--- src/rtl/hazard_ctrl.sv ---
// Decode-stage hazard controller: register scoreboard, RAW/WAW stall decision, stall counter and FSM.
// Optional macro HAZARD_BYPASS_EN lets a same-cycle writeback mask its pending bit in the hazard term.
module hazard_ctrl #(
    parameter int NREGS = 8,
    parameter int CNT_W = 8,
    localparam int RW = (NREGS > 1) ? $clog2(NREGS) : 1
) (
    input  logic             clk,
    input  logic             arstn,
    input  logic             inst_valid_i,
    input  logic [RW-1:0]    s1_i,
    input  logic [RW-1:0]    s2_i,
    input  logic             s1_used_i,
    input  logic             s2_used_i,
    input  logic             wr_i,
    input  logic [RW-1:0]    dst_i,
    input  logic             wb_valid_i,
    input  logic [RW-1:0]    wb_dst_i,
    output logic             decode_next_o,
    output logic             issue_o,
    output logic [NREGS-1:0] pend_o,
    output logic [CNT_W-1:0] stall_cnt_o,
    output logic [1:0]       state_o
);

    // Handshake: inst_valid_i is the request; issue_o is the accept, valid in the
    // same cycle. An instruction is consumed only when both are high at a posedge.

    typedef enum logic [1:0] {
        IDLE  = 2'd0,
        RUN   = 2'd1,
        STALL = 2'd2
    } state_t;

    state_t           state;
    state_t           state_next;
    logic [NREGS-1:0] pend;
    logic [NREGS-1:0] pend_next;
    logic [NREGS-1:0] pend_eff;
    logic [NREGS-1:0] wb_mask;
    logic [NREGS-1:0] set_mask;
    logic [CNT_W-1:0] stall_cnt;
    logic             hazard;
    logic             issue;

    always_comb begin
        wb_mask  = '0;
        set_mask = '0;
        for (int r = 0; r < NREGS; r++) begin
            wb_mask[r]  = wb_valid_i && (wb_dst_i == RW'(r));
            set_mask[r] = issue && wr_i && (dst_i == RW'(r));
        end
    end

`ifdef HAZARD_BYPASS_EN
    // A register being written back this cycle is already safe to read.
    assign pend_eff = pend & ~wb_mask;
`else
    assign pend_eff = pend;
`endif

    assign hazard = inst_valid_i &&
                    ((s1_used_i && pend_eff[s1_i]) ||
                     (s2_used_i && pend_eff[s2_i]) ||
                     (wr_i      && pend_eff[dst_i]));

    // Held low while reset is asserted, whatever the inputs do.
    assign issue = arstn && inst_valid_i && !hazard;

    assign issue_o       = issue;
    assign decode_next_o = issue;

    // Set wins over clear on the same register.
    assign pend_next = (pend & ~wb_mask) | set_mask;

    always_ff @(posedge clk or negedge arstn) begin
        if (!arstn) begin
            pend <= '0;
        end else begin
            pend <= pend_next;
        end
    end

    always_ff @(posedge clk or negedge arstn) begin
        if (!arstn) begin
            stall_cnt <= '0;
        end else if (hazard && (stall_cnt != {CNT_W{1'b1}})) begin
            stall_cnt <= stall_cnt + 1'b1;
        end
    end

    always_ff @(posedge clk or negedge arstn) begin
        if (!arstn) begin
            state <= IDLE;
        end else begin
            state <= state_next;
        end
    end

    always_comb begin
        state_next = state;
        case (state)
            IDLE: begin
                if (issue) begin
                    state_next = RUN;
                end else if (hazard) begin
                    state_next = STALL;
                end
            end
            RUN: begin
                if (hazard) begin
                    state_next = STALL;
                end else if (!inst_valid_i) begin
                    state_next = IDLE;
                end
            end
            STALL: begin
                if (issue) begin
                    state_next = RUN;
                end else if (!inst_valid_i) begin
                    state_next = IDLE;
                end
            end
            default: state_next = IDLE;
        endcase
    end

    assign pend_o      = pend;
    assign stall_cnt_o = stall_cnt;
    assign state_o     = state;

endmodule
--- config.mk ---
export PLATFORM = sky130hd
export DESIGN_NAME = hazard_ctrl
export DESIGN_NICKNAME = d
export VERILOG_FILES = /design/src/rtl/hazard_ctrl.sv
export SDC_FILE = /design/constraint.sdc
export NUM_CORES = 1
export LEC_CHECK = 0
export CORE_MARGIN = 1
export CORE_UTILIZATION = 44
export DETAILED_ROUTE_END_ITERATION = 12
export PLACE_DENSITY = 0.85
export RECOVER_POWER = 25
export SLEW_MARGIN = 5
export SYNTH_ARGS = -nofsm -noshare
export SYNTH_HDL_FRONTEND = slang
export SYNTH_SLANG_ARGS = --single-unit
--- constraint.sdc ---
create_clock -name clk -period 2.3 [get_ports clk]
set_input_delay 0.345 -clock clk [delete_from_list [all_inputs] [get_ports clk]]
set_output_delay 0.345 -clock clk [all_outputs]
set_load 0.05 [all_outputs]
; Yosys cells after proc, flatten, opt, wreduce, memory -nomap -nowiden
; Cells that the tools add are included.
[word_totals]
regBits = 18
inputBits = 19
out_inout_bits = 20
elab_cells = 70
[op_classes]
addsub = 1
order_cmp = 3
n_eq_ne = 18
n_mux = 12
n_bitwise = 3
reduce_logical = 30
[op_table]
columns = op, n
row1 = "equality test 3 bit, second input constant", 8
row2 = logical AND 1 bit, 24
row3 = "equality test 3 x 2 -> 1 bit, second input constant", 4
row4 = "less-than comparator 3 x 4 -> 1 bit, second input constant", 3
row5 = 2-to-1 mux 2 bit, 5
row6 = binary-select mux 1 bit (select 3 bit), 3
row7 = "adder 8 x 1 -> 8 bit, second input constant", 1
row8 = bitwise AND 8 bit, 1
row9 = "!= test 8 bit, second input constant", 1
row10 = inverter 8 bit, 1
row11 = OR 8 bit, 1
row12 = "equality test 3 x 1 -> 1 bit, second input constant", 2
row13 = logical NOT 3 bit, 2
row14 = case mux 2 bit (3 select lines), 1
row15 = 2-to-1 mux 1 bit, 3
row16 = "!= test 3 bit, second input constant", 1
row17 = "equality test 2 x 1 -> 1 bit, second input constant", 1
row18 = "equality test 2 bit, second input constant", 1
row19 = logical NOT 2 bit, 1
row20 = logical OR 1 bit, 2
row21 = logical NOT 1 bit, 1

; Depth between registers and ports, before layout
; Gate-level depths: netlist of the first run.
[depth]
word_depth = 11
ltp_mapped = 8
mapped_depth_nobuf = 5

; Least setup slack after synthesis of the first run
; OpenSTA, ideal clock, no wires.
[synth_path]
kind = register to output
startpoint = reg pend[7], in the netlist pend_o[7]
endpoint = out issue_o
arrival_ns = 2.791
required_time_ns = 1.955
setup_slack_ns = -0.836
stages_incl_launch_ff = 7
n_path_buf = 1
path_cell_list = dfrtp_1 mux4_2 mux2_2 a2bb2oi_4 nand3_4 nor2_1 buf_4
[synth_between]
elab_chain_len = 8
elab_cells_between_ends = 14
classes_between = 6 x mux / 8 x reduce/logical
[synth_rtl]
columns = item, line_no
row1 = "start, declared", 37  ; logic [NREGS-1:0] pend;
row2 = "start signal, assigned", 80  ; pend <= pend_next;
row3 = "binary-select mux 1 bit (select 3 bit), on equally long branches", "63, 64"
row4 = "2-to-1 mux 1 bit, on equally long branches", "63, 64"
row5 = "logical AND 1 bit, on equally long branches", "63, 64"
row6 = logical OR 1 bit, 63  ; ((s1_used_i && pend_eff[s1_i]) ||
row7 = logical OR 1 bit *, 64  ; (s2_used_i && pend_eff[s2_i]) ||
row8 = logical AND 1 bit *, 62  ; assign hazard = inst_valid_i &&
row9 = logical NOT 1 bit *, 68  ; assign issue = arstn && inst_valid_i && !hazard;
row10 = logical AND 1 bit *, 68
row11 = "end, declared", 20  ; output logic issue_o,
; Every way passes the cells marked *; elsewhere a longest branch is shown, timed or not. The select of a mux whose other input is x is not followed.

; Worst setup path in the final report of the first run
[layout_path]
startpoint = reg pend[7], in the netlist pend_o[7]
endpoint = out decode_next_o
[layout_between]
elab_chain_len = 8
elab_cells_between_ends = 14
classes_between = 6 x mux / 8 x reduce/logical
[layout_rtl]
columns = item, line_no
row1 = "binary-select mux 1 bit (select 3 bit), on equally long branches", "63, 64"
row2 = "2-to-1 mux 1 bit, on equally long branches", "63, 64"
row3 = "logical AND 1 bit, on equally long branches", "63, 64"
row4 = logical OR 1 bit, 63
row5 = logical OR 1 bit *, 64
row6 = logical AND 1 bit *, 62
row7 = logical NOT 1 bit *, 68
row8 = logical AND 1 bit *, 68
row9 = "end, declared", 19  ; output logic decode_next_o,
; Marks and branches as above.

==> results.json, run 1 <==
{
  "placedInstanceArea_um2": 1653,
  "drtAntennaViolNets": 0,
  "whs_ns": 0.4176,
  "grt_pass1_wl_mm": 4.947,
  "die_h_um": 52.25,
  "finalCriticalPeriod_ns": 2.430,
  "fillers": 142,
  "final-instance-count-excl-fill": 196,
  "power.total_mw": 1.390,
  "synth.distinct_cells": 29,
  "synth_cells": 103,
  "combPwrFrac_pct": 51.8,
  "switchingPower_mw": 0.6060,
  "drt-vias-per-instance": 5.781,
  "wl_mm": 3.224,
  "seqPwrFrac_pct": 34.1,
  "max_slew.worst_pin.slew_ns": 0.5154,
  "p_leak_nw": 0.7920,
  "syn2layout_area_growth_pct": 63.40,
  "clock_power_share_pct": 14.2,
  "cts_buffers": 3,
  "syn-num-nets": 123,
  "synth_top_area_share_pct": 40.54,
  "hold_viol_final": 0,
  "wl_per_cell_um": 16.45,
  "grt_max_degree": 14,
  "ir_worst_vdd_uv": 1307,
  "die_x_um": 52.25,
  "syn_area_per_cell_um2": 10.79,
  "drc_errors": 0,
  "diodes": 0,
  "coreArea_um2": 2297,
  "cts-root-buf": "clkbuf_4",
  "arrival_ns": 2.09,
  "cts.path.max_buffers": 2,
  "cts_tree": "built",
  "switching_share_pct": 43.59,
  "vias": 1133,
  "clk_pin_slew_ns": 0.10,
  "rsz0062_at_grt": "true",
  "grt_pass1_vias": 1053,
  "io_pins": 39,
  "dp_hpwl_mm": 2.357,
  "rows": 17,
  "crit_required_ns": 1.96,
  "power_density_nw_per_um2": 765.7,
  "dp_cells": 180,
  "yosysWarnings": 0,
  "clock_latency_ns": 0.30,
  "cp-start-kind": "flop",
  "fin_ws_ns": -0.1302,
  "grtUsageTotal_pct": 25.40,
  "yosys.area.top_type": "dfrtp_1",
  "place_ws_ns": -0.4076,
  "antenna_found_initial": 0,
  "first_pass_iters": 4,
  "p_int_mw": 0.7841,
  "violations": "negative setup slack",
  "ff2ff_path_depth": 7,
  "drive_gt1_share_pct": 35.12,
  "ys_ff_latch": 18,
  "htree_num_levels": 1,
  "clock.fmax_ghz": 0.4115,
  "setup_viol": 2,
  "finalCritPeriodShare_pct": 105.7,
  "drtIter0Drc": 40,
  "fin_util_pct": 79.03,
  "crit_type": "reg2out",
  "synth.top_cells.by_area": "dfrtp_1 (41%), mux2_2 (7.1%), mux4_2 (6.1%), xor2_1 (5.5%), o41ai_1 (4.7%)",
  "syn_area_um2": 1111,
  "overflow": 0,
  "die_area_um2": 2730,
  "max_slew_margin_pct": 65.53,
  "yosysSeqAreaShare_pct": 40.54,
  "place_congestion": 0.8904,
  "fin_tns_setup_ns": -0.2597,
  "fin_skew_ns": 0.004666,
  "maxCapViolations": 0,
  "initial_core_util_pct": 48.37,
  "hold_path_class": "in2async",
  "cts_sinks": 18,
  "status": "finished with violations",
  "slew_violations": 0,
  "cp_max_fo": 4,
  "nNetsFinal": 189,
  "place.port_buffers": 38,
  "end_kind": "output pin",
  "stdcell_area_um2": 1815
}
## cells by family (layout without fill, tap and decap cells)
logic type	Yosys count	in the layout	share of synthesized area, %
compound gates	31	31	21.96
simple gates	27	27	13.29
flops	18	18	40.54
mux	11	11	14.08
buf+inv	8	73	3.490
xor+xnor	7	7	5.518
fa+ha+maj	1	1	1.126
## flip-flops by register name, indices dropped and copies added (netlist names)
signal,count
pend_o,8
stall_cnt_o,8
state_o,2
## Yosys cell counts
| master | instances |
|---|---|
| a2111o_1 | 1 |
| a2111oi_1 | 1 |
| a2111oi_2 | 1 |
| a211oi_1 | 5 |
| a21oi_1 | 1 |
| a2bb2oi_4 | 1 |
| a31oi_1 | 1 |
| buf_2 | 1 |
| buf_4 | 2 |
| dfrtp_1 | 18 |
| ha_1 | 1 |
| inv_1 | 5 |
| mux2_2 | 7 |
| mux2i_1 | 1 |
| mux4_2 | 3 |
| nand2_1 | 9 |
| nand2b_1 | 6 |
| nand3_1 | 2 |
| nand3_4 | 1 |
| nand4_1 | 4 |
| nor2_1 | 3 |
| nor2b_1 | 1 |
| o21ai_0 | 8 |
| o21ai_1 | 1 |
| o22ai_1 | 2 |
| o31ai_1 | 3 |
| o41ai_1 | 6 |
| or2_2 | 1 |
| xor2_1 | 7 |
## placed cells by master, fill, tap and decap left out, types with 2 or more instances in the layout
master and n:
o41ai_1 4, o41ai_2 2, mux2_2 5, buf_12 2
nand4_1 4, inv_1 5, buf_4 26, mux2_4 2
xor2_1 7, dfrtp_1 10, clkdlybuf4s50_1 32, mux4_2 3
nor2_1 2, nand2b_1 6, dlygate4sd2_1 3, nand3_1 2
o21ai_0 8, clkbuf_4 3, a211oi_1 5, dfrtp_2 8
o31ai_1 2, nand2_1 9
## area by class of cell
cell class | count | area (um^2) | area share (%)
Sequential cell | 18 | 460.4 | 25.36
Tap cell | 28 | 35.03 | 1.930
Inverter | 5 | 18.77 | 1.034
Timing Repair Buffer | 64 | 594.3 | 32.74
Clock buffer | 4 | 36.28 | 1.999
Multi-Input combinational cell | 77 | 670.6 | 36.94
## final timing paths
kind                                  end            from  slack [ns]
max                         decode_next_o       pend_o[7]       -0.13
min                        stall_cnt_o[6]           arstn        0.42
max reg2reg                     pend_o[3]       pend_o[7]        0.05
min reg2reg                stall_cnt_o[7]  stall_cnt_o[7]        0.51
max in group asynchronous       pend_o[4]           arstn        1.69
min in group clk           stall_cnt_o[7]  stall_cnt_o[7]        0.51
## worst max-delay path, cell delays in order, from the launching register on
cell       delay (ns)
dfrtp_2          0.45
mux4_2           0.48
mux2_4           0.29
a2bb2oi_4        0.17
nand3_4          0.10
nor2_4           0.15
buf_12           0.15
## what timing repair did
item / in CTS / in global routing
buffers inserted: 7 / 6
pin swaps: 4 / 2
hold buffers: 0 / 0
resized for setup: 7 / 3
setup endpoints to repair: 4 / 5
## power groups by stage
stage                     Sequential [mW]  Combinational [mW]  Clock [mW]
final                               0.474               0.719       0.197
after floorplan                     0.686               0.186           0
after CTS                           0.471               0.693       0.205
after detailed placement            0.479               0.656           0
after global routing                0.483               0.755       0.218
after global placement              0.475               0.645           0
## routing by layer
| metal | GRT usage [%] | share of wire, % | up-vias |
|---|---|---|---|
| li1 | - | - | 524 |
| met1 | 34.09 | 44 | 551 |
| met2 | 41.45 | 49 | 52 |
| met3 | 4.348 | 5.5 | 6 |
| met4 | 8.772 | 2.0 | 0 |
| met5 | 0 | 0 | - |
Power figures use the tool's default switching activity.
==> inputs of run 2 (changes only) <==
--- a/config.mk
+++ b/config.mk
@@ -10,6 +10,7 @@
 export DETAILED_ROUTE_END_ITERATION = 12
 export PLACE_DENSITY = 0.85
 export RECOVER_POWER = 25
+export SETUP_SLACK_MARGIN = 0.5
 export SLEW_MARGIN = 5
 export SYNTH_ARGS = -nofsm -noshare
 export SYNTH_HDL_FRONTEND = slang
==> results.json, run 2 (synthesis results as in run 1) <==
{
  "io_pins": 39,
  "cts-root-buf": "clkbuf_4",
  "p_leak_nw": 0.9765,
  "die_h_um": 52.25,
  "hold_viol_final": 0,
  "antenna_found_initial": 0,
  "end_kind": "output pin",
  "cp-start-kind": "flop",
  "drive_gt1_share_pct": 44.05,
  "cts.path.max_buffers": 2,
  "initial_core_util_pct": 48.37,
  "fin_ws_ns": -0.1799,
  "holdBufCountCts": 0,
  "place.port_buffers": 38,
  "clock_latency_ns": 0.30,
  "whs_ns": 0.4674,
  "ir_worst_vdd_uv": 813.0,
  "drc_errors": 0,
  "stdcell_area_um2": 2009,
  "slew_violations": 0,
  "final_cell_mix": "dlygate4sd2_1 (23), buf_4 (16), clkdlybuf4s50_1 (12)",
  "crit_type": "reg2out",
  "power_density_nw_per_um2": 719.0,
  "grt_pass1_wl_mm": 5.747,
  "rows": 17,
  "wl_per_cell_um": 23.38,
  "grt_pass1_vias": 1202,
  "status": "finished with violations",
  "fin_skew_ns": 0.01608,
  "arrival_ns": 2.13,
  "first_pass_iters": 4,
  "cts_buffers": 3,
  "hold_path_class": "in2async",
  "grtUsageTotal_pct": 29.95,
  "grt_max_degree": 16,
  "cts_sinks": 18,
  "rsz0062_at_grt": "true",
  "place_congestion": 0.9005,
  "maxCapViolations": 0,
  "coreArea_um2": 2297,
  "finalCritPeriodShare_pct": 107.8,
  "nNetsFinal": 190,
  "drtIter0Drc": 64,
  "clk_pin_slew_ns": 0.11,
  "max_slew_margin_pct": 54.10,
  "finalCriticalPeriod_ns": 2.480,
  "overflow": 0,
  "setup_viol": 9,
  "drt-vias-per-instance": 6.434,
  "crit_required_ns": 1.96,
  "drtAntennaViolNets": 0,
  "clock.fmax_ghz": 0.4032,
  "violations": "negative setup slack",
  "cp_max_fo": 5,
  "htree_num_levels": 1,
  "diodes": 0,
  "die_x_um": 52.25,
  "final_common_cell": "dlygate4sd2_1",
  "placedInstanceArea_um2": 1645,
  "max_slew.worst_pin.slew_ns": 0.6884,
  "die_area_um2": 2730,
  "syn2layout_area_growth_pct": 80.86,
  "place_ws_ns": -0.3234,
  "wl_mm": 4.582,
  "vias": 1261,
  "cts_tree": "built",
  "dp_hpwl_mm": 2.238
}
run 2: cell types whose count changed in the layout (fill, tap and decap cells not counted), sizes merged:
cell,previous run,this run
dlygate4sd2,3,23
buf,28,29
clkdlybuf4s50,32,12
dlymetal6s2s,1,0
run 2: path summary, 6_finish.rpt:
check	end	startpoint	depth (start not counted)	slack [ns]
setup / recovery	decode_next_o	pend_o[2]	6	-0.18
hold / removal	pend_o[7]	arstn	2	0.47
setup reg to reg	pend_o[1]	pend_o[2]	8	-0.06
hold reg to reg	stall_cnt_o[7]	stall_cnt_o[7]	1	0.50
max in group asynchronous	stall_cnt_o[3]	arstn	2	1.61
min in group clk	stall_cnt_o[7]	stall_cnt_o[7]	1	0.50
run 2: stage by stage:
| stage | setup TNS (ns) | cells | util, % | power [mW] |
|---|---|---|---|---|
| 2_1_floorplan | -0.3145 | 103 | - | 0.8718 |
| 5_1_grt | -1.202 | 196 | 87.47 | 1.495 |
| 4_1_cts | -0.2401 | 191 | 78.98 | 1.295 |
| 6_report | -0.7410 | 196 | 87.47 | 1.445 |
| 3_3_place_gp | -2.898 | 179 | 71.62 | 1.116 |
| 3_5_place_dp | -3.629 | 179 | 71.62 | 1.129 |
run 2: final cells by class:
type | count | area [um^2]
clock buffer | 3 | 22.52
fill | 102 | 287.8
inverter | 5 | 18.77
multi-input combinational | 77 | 849.6
sequential | 18 | 460.4
tap | 28 | 35.03
timing repair buffer | 65 | 623.1
run 2: routing by layer:
metal  up-vias  wire [um]  GRT usage, %
met1       614       1724         38.09
met5         -          0             0
met4         0        213         13.60
met3        28        321         6.377
met2        87       2323         48.72
li1        532          -             -
run 2: timing repair:
item,CTS,global route
pin swaps,7,9
gates resized for setup,44,29
hold endpoints to repair,0,0
endpoints found under the setup margin,38,20
gates cloned,1,0
setup buffers,8,5
run 2: critical path: stages (launching register included):
cell and delay [ns]:
dfrtp_2 0.47, mux4_2 0.47, mux2_4 0.30, a2bb2oi_4 0.17, nand3_4 0.11, nor2_4 0.15, buf_12 0.15
run 2: power breakdown:
group	switching [mW]	internal [mW]
combinational	0.504	0.306
clock	0.0968	0.0611
sequential	0.0923	0.385
